===== config.mk =====
export PLATFORM = sky130hd
export DESIGN_NAME = byte_striping_param
export DESIGN_NICKNAME = d
export VERILOG_FILES = /design/src/rtl/byte_striping_param.sv
export SDC_FILE = /design/constraint.sdc
export NUM_CORES = 1
export LEC_CHECK = 0
export ABC_AREA = 0
export CELL_PAD_IN_SITES_DETAIL_PLACEMENT = 0
export CELL_PAD_IN_SITES_GLOBAL_PLACEMENT = 1
export CORE_MARGIN = 5
export CORE_UTILIZATION = 41
export CTS_BUF_LIST = sky130_fd_sc_hd__clkbuf_4 sky130_fd_sc_hd__clkbuf_8 sky130_fd_sc_hd__clkbuf_16
export DETAILED_ROUTE_END_ITERATION = 16
export GPL_TIMING_DRIVEN = 0
export PLACE_DENSITY_LB_ADDON = 0.1
export SLEW_MARGIN = 20
export SYNTH_ARGS = -nofsm -noshare
export SYNTH_HDL_FRONTEND = slang
export SYNTH_SLANG_ARGS = --single-unit

===== constraint.sdc =====
create_clock -name clk -period 3.5 [get_ports clk]
set_input_delay 0.525 -clock clk [delete_from_list [all_inputs] [get_ports clk]]
set_output_delay 0.525 -clock clk [all_outputs]
set_load 0.1 [all_outputs]

===== src/rtl/byte_striping_param.sv =====
// Transmit-side byte striper: collects DATA_W-bit words round-robin into LANES slots
// and presents each completed (or flushed, IDLE-padded) group on all lanes at once.
module byte_striping_param #(
   parameter int                LANES     = 4,
   parameter int                DATA_W    = 8,
   parameter logic [DATA_W-1:0] IDLE_CODE = 8'h00
) (
   input  logic                       clk,
   input  logic                       rst,
   input  logic                       enb,
   input  logic [DATA_W-1:0]          tx_DataE,
   input  logic                       tx_ValidE,
   input  logic                       flush,
   output logic [LANES*DATA_W-1:0]    tx_lanes,
   output logic [LANES-1:0]           tx_lane_valid,
   output logic                       tx_group,
   output logic [$clog2(LANES)-1:0]   fill_level
);

   localparam int CW = $clog2(LANES);

   logic [CW-1:0]             cnt;
   logic [DATA_W-1:0]         slots [LANES];
   logic                      accept;
   logic                      full;
   logic                      emit;
   logic [CW:0]               pending;
   logic [LANES*DATA_W-1:0]   next_lanes;
   logic [LANES-1:0]          next_valid;

   // Pending count includes a word accepted on this same edge, so a flush
   // alongside a data word closes the group with that word in it.
   always_comb begin
      accept     = enb & tx_ValidE;
      pending    = {1'b0, cnt} + (CW+1)'(accept);
      full       = accept && (cnt == CW'(LANES-1));
      emit       = enb && (full || (flush && (pending != '0)));
      next_lanes = {LANES{IDLE_CODE}};
      next_valid = '0;
      for (int k = 0; k < LANES; k++) begin
         if ((CW+1)'(k) < {1'b0, cnt}) begin
            next_lanes[k*DATA_W +: DATA_W] = slots[k];
         end else if (accept && ((CW+1)'(k) == {1'b0, cnt})) begin
            next_lanes[k*DATA_W +: DATA_W] = tx_DataE;
         end
         next_valid[k] = ((CW+1)'(k) < pending);
      end
   end

   always_ff @(posedge clk or negedge rst) begin
      if (!rst) begin
         cnt           <= '0;
         tx_lanes      <= {LANES{IDLE_CODE}};
         tx_lane_valid <= '0;
         tx_group      <= 1'b0;
         for (int k = 0; k < LANES; k++) begin
            slots[k] <= IDLE_CODE;
         end
      end else begin
         tx_group <= 1'b0;
         if (emit) begin
            tx_lanes      <= next_lanes;
            tx_lane_valid <= next_valid;
            tx_group      <= 1'b1;
            cnt           <= '0;
         end else if (accept) begin
            slots[cnt] <= tx_DataE;
            cnt        <= cnt + CW'(1);
         end
      end
   end

   assign fill_level = cnt;

endmodule

======== Word level (Yosys, flattened, before mapping) ========
Index checks and enable logic that the tools add are counted.
cells by class
  add/subtract/negate cells ............... 2
  magnitude comparators ................... 9
  eq/ne operators ......................... 4
  multiplexer cells ....................... 13
  bitwise operators ....................... 3
  reductions and logical operators ........ 13
operators with widths
  cell                                                                  number
  8-bit 2-to-1 mux                                                      8
  32-bit bitwise mux                                                    1
  8-bit demux with 2-bit select                                         1
  1-bit logical AND                                                     8
  1-bit by 3-bit < comparator with 1-bit output, first input constant   2
  2-bit by 3-bit < comparator with 1-bit output, first input constant   2
  2-bit == test, first input constant                                   2
  1-bit by 2-bit < comparator with 1-bit output, first input constant   2
  2-bit 2-to-1 mux                                                      2
  2-bit by 1-bit adder with 3-bit output                                1
  3-bit >= comparator, second input constant                            1
  3-bit by 1-bit < comparator with 1-bit output, second input constant  1
  2-bit inverter with 3-bit output                                      1
  3-bit nonzero test                                                    1
  2-bit by 1-bit adder with 2-bit output, second input constant         1
  1-bit by 2-bit == test with 1-bit output, first input constant        1
  2-bit == test, second input constant                                  1
  2-bit zero test                                                       1
  2-bit < comparator, first input constant                              1
  2-bit AND reduction                                                   1
  2-bit nonzero test                                                    1
  1-bit AND                                                             1
  1-bit logical OR                                                      1
  1-bit 2-to-1 mux                                                      1
  1-bit inverter                                                        1
storage, ports and cells
  register bits after elaboration ......... 71
  logic and storage cells ................. 52

======== Logic depth before layout (Yosys ltp) ========
  depth after elaboration ................. 8
  gate-level depth with buffers ........... 9
  gate-level depth less buffers ........... 9

======== Worst setup path before layout ========
No wires, ideal clock.
  path kind ............................... register -> register
  start ................................... register cnt[1], in the netlist fill_level[1]
  end ..................................... register slots[24] (netlist name)
  library setup time ...................... 0.125 ns
  arrival time ............................ 3.296 ns
  required time ........................... 3.375 ns
  path slack .............................. 0.079 ns
  stages on the path, launching flop included .. 6
  path buffers ............................ 0
  period minus slack after synthesis ...... 3.421 ns
  path through ............................ dfrtp_1 -> clkinv_1 -> ha_1 -> o311a_4 -> nor4b_4 -> mux2_2
on the way
  longest elaborated chain between the ends .. 7
  elaborated cells between the ends (all ways) .. 16
ends and longest elaborated chain
  item                                                         line  text
  from (decl)                                                  22    logic [CW-1:0] cnt;
  from (signal assigned)                                       68    cnt <= cnt + CW'(1);
  branches (longest 7 deep; another with 3-bit >= comparator)  --
  to (signal, indexed assignment)                              67    slots[cnt] <= tx_DataE;
  to (decl)                                                    23    logic [DATA_W-1:0] slots [LANES];
Parallel ways; which one is timed is not known.
A chain may end at the register's enable or synchronous reset.

======== Worst setup path in the final report ========
  start ................................... input port enb
  end ..................................... register slots[11] (netlist name)
on the way
  longest elaborated chain between the ends .. 8
  elaborated cells between the ends (all ways) .. 9
ends and longest elaborated chain
  item                                    line  text
  from (decl)                             10    input logic enb,
  1-bit AND                               34    accept = enb & tx_ValidE;
  2-bit by 1-bit adder with 3-bit output  35    pending = {1'b0, cnt} + (CW+1)'(accept);
  3-bit nonzero test                      37    emit = enb && (full || (flush && (pending != '0)));
  1-bit logical AND                       37
  1-bit logical OR                        37
  1-bit logical AND                       37
  1-bit inverter (no line)                --
  2-bit AND reduction (no line) (*)       --
Mark *: on every way between the ends. The rest lies on a longest branch, timed or not.

==> flow_summary.yaml <==
run_status:
  status: "complete, no violations"
floorplan:
  die_height_um: 93.6
  start_util: 0.422
  core_area_um2: 6790
  std_cell_rows: 30
  io_pins: 52
  die-area_um2: 8760
  dieWidth_um: 93.6
sta:
  worst_slew_pin_slew_ns: 0.981
  relSlewSlack: 0.344
  period_share: 0.925
  clock.fmax_mhz: 309
  clock_skew_ns: 0.00756
  final_max_slew_viol_count: 0
  setup_ws_ns: 0.264
  setup_viol_count_final: 0
  hold_slack_ns: 0.0926
  finalHoldViolCount: 0
  rsz0062_at_grt: "no"
  min_period_ns: 3.24
route:
  num_vias: 2170
  m1WireLength_um: 3670
  firstDrtPassIters: 4
  drt-initial-drc-count: 73
  dr_wl_met3_um: 251
  viasPerCell: 5.11
  wl_met2_um: 3210
  drtAntennaViolNets: 0
  wl_per_cell_um: 17.0
  drc: 0
  drt_wl_total_um: 7210
  top_layer: "met4"
power_and_ir_drop:
  power.leakage_uw: 0.00161
  p_seq_frac: 0.304
  switching_share: 0.500
  power_density_nw_per_um2: 1030
  combinationalPowerShare: 0.535
  switching_power_uw: 1930
  vdd_drop_max_v: 0.000552
  power.internal_uw: 1930
  p_clk_frac: 0.162
layout:
  final_common_cell: "dfrtp_1"
  final_cell_mix: "63 x dfrtp_1, 50 x clkdlybuf4s50_1, 33 x nand3_1"
  drive_above_1_share: 0.167
  antenna_cells: 0
  instances_no_fill: 425
  finalNetCount: 345
  multi_input_comb_area_um2: 1220
  register_area_um2: 1580
  fillerInstances: 630
  final_area_um2: 3740
  syn_to_final_growth_pct: 30.6
critical_path:
  end_kind: "flop"
  cp-start-kind: "primary input"
  cp_data_required_time_ns: 3.72
  path_max_fanout: 10
  critPathKind: "in -> reg"
  worstPathArrival_ns: 3.46
clock_tree:
  clk_latency_ns: 0.34
  cts_tree: "yes"
  clock_path_buffers: 2
  cts_sinks: 63
  numCtsBuffers: 9
  htreeDepth: 3
  path_clk_slew_ns: 0.07
  cts_root_buf: "clkbuf_8"
synthesis:
  synth.yosys.seq_area_share: 0.550
  yosys_warnings: 0
  synth_fp_nets: 281
  synth_cell_types: 23
  avgSynthCellArea_um2: 11.0
  synth_area_um2: 2860
  synth-seq-cells: 63
  synthTopCellsByArea: "dfrtp_1 55%, mux2_2 10%, nand3_1 5.8%"
  synth_area_leader_cell: "dfrtp_1"
  yosysTopAreaCellShare: 0.550
  syn_inst: 260
job:
  max_cap_viol_count: 0
placed_design:
  place_area_um2: 3510
  pre_cts_ws_ns: -0.448
  place_inst: 408
  dp_hpwl_um: 4930
  gp_congestion: 0.784
  place.port_buffers: 51
global_route:
  track_usage: 0.178
  grt_pass1_vias: 2189
  overflow: 0
  antenna_found_initial: 0
  grt_max_degree: 39
  grt_first_pass_wirelength_um: 11900
min_path:
  hold_class: "in -> async"
## cell families (layout without fill, tap and decap cells)
kind of cell               after synthesis  in the layout  synth area share
and+or+nand+nor                         87             87             0.164
adders and majority gates                8              8            0.0350
AOI/OAI and AO/OA                       55             55             0.120
muxes                                   26             26             0.102
buffers and inverters                   21             90            0.0284
DFF                                     63             63             0.550
## final timing paths
kind	startpoint	endpoint	slack (ns)	cells after the start
worst max-delay path	enb	slots[11]$_DFFE_PN0P_	0.26	10
worst min-delay path	rst	fill_level[0]$_DFFE_PN0P_	0.09	1
worst max register to register	fill_level[1]$_DFFE_PN0P_	slots[11]$_DFFE_PN0P_	0.53	6
worst min register to register	tx_lanes[26]$_DFFE_PN0P_	tx_lanes[26]$_DFFE_PN0P_	0.50	2
max in group asynchronous	rst	tx_lanes[4]$_DFFE_PN0P_	2.89	2
min in group clk	tx_lanes[26]$_DFFE_PN0P_	tx_lanes[26]$_DFFE_PN0P_	0.50	2
## synth_stat cells
library cell  count
mux2_2           26
or3_1             1
nor4b_4           1
nor2_1            1
inv_1             4
dfrtp_1          63
clkinv_1          2
a31oi_1          17
nand3b_1          1
clkbuf_1         13
o311ai_2          1
nand2_1          19
ha_1              8
a21oi_1           4
and3_1            5
nand3_1          33
nor3_1            2
and2_1            8
nor2b_1          16
a22oi_1           8
o311a_4           1
o21ai_0          24
buf_2             2
## what timing repair did
item                       in CTS  in global routing
setup endpoints to repair      36                 55
hold buffers                    0                  0
setup buffers                   0                  1
hold endpoints to repair        0                  0
pin swaps                       0                  1
cloned                          0                  0
gates resized for setup         1                  7
## flip-flops by register name, summed over array words and instances (netlist names)
signal / count
tx_lanes: 32
slots: 24
tx_lane_valid: 4
tx_group: 1
fill_level: 2
## critical path, stage by stage
cell             delay, ns
clkdlybuf4s50_1       0.56
nand2_2               0.23
clkinvlp_4            0.24
ha_1                  0.26
inv_1                 0.06
ha_1                  0.27
o311ai_4              0.50
and3_1                0.22
buf_2                 0.22
mux2_2                0.36
## metrics by stage
stage	setup TNS (ns)	util	total power [uW]
final	0	0.550	3860
after global placement	-37.92	0.514	3210
after global routing	0	0.550	4060
after detailed placement	-19.84	0.517	3240
after CTS	-0.596	0.547	3870
after floorplan	0	-	2730
## power by group through the flow
| stage | registers (uW) | clock network (uW) | logic (uW) |
|---|---|---|---|
| global placement | 1170 | 0 | 2040 |
| detailed placement | 1180 | 0 | 2050 |
| global route | 1210 | 673 | 2180 |
| CTS | 1170 | 638 | 2060 |
| finish | 1170 | 623 | 2060 |
| floorplan | 2150 | 0 | 576 |
## per-layer routing
metal	track usage	up-vias
met2	0.266	42
met3	0.0362	8
met5	0	-
li1	-	1056
met1	0.260	1064
met4	0.0542	0
## cell type report
class,count,area share
tap,96,0.0321
inverter,6,0.00703
buffer,15,0.0164
sequential,63,0.422
timing repair buffer,53,0.143
clock buffer,14,0.0498
clock inverter,2,0.00335
multi-input combinational,176,0.327
No activity file was read; power rests on OpenSTA's default activity.
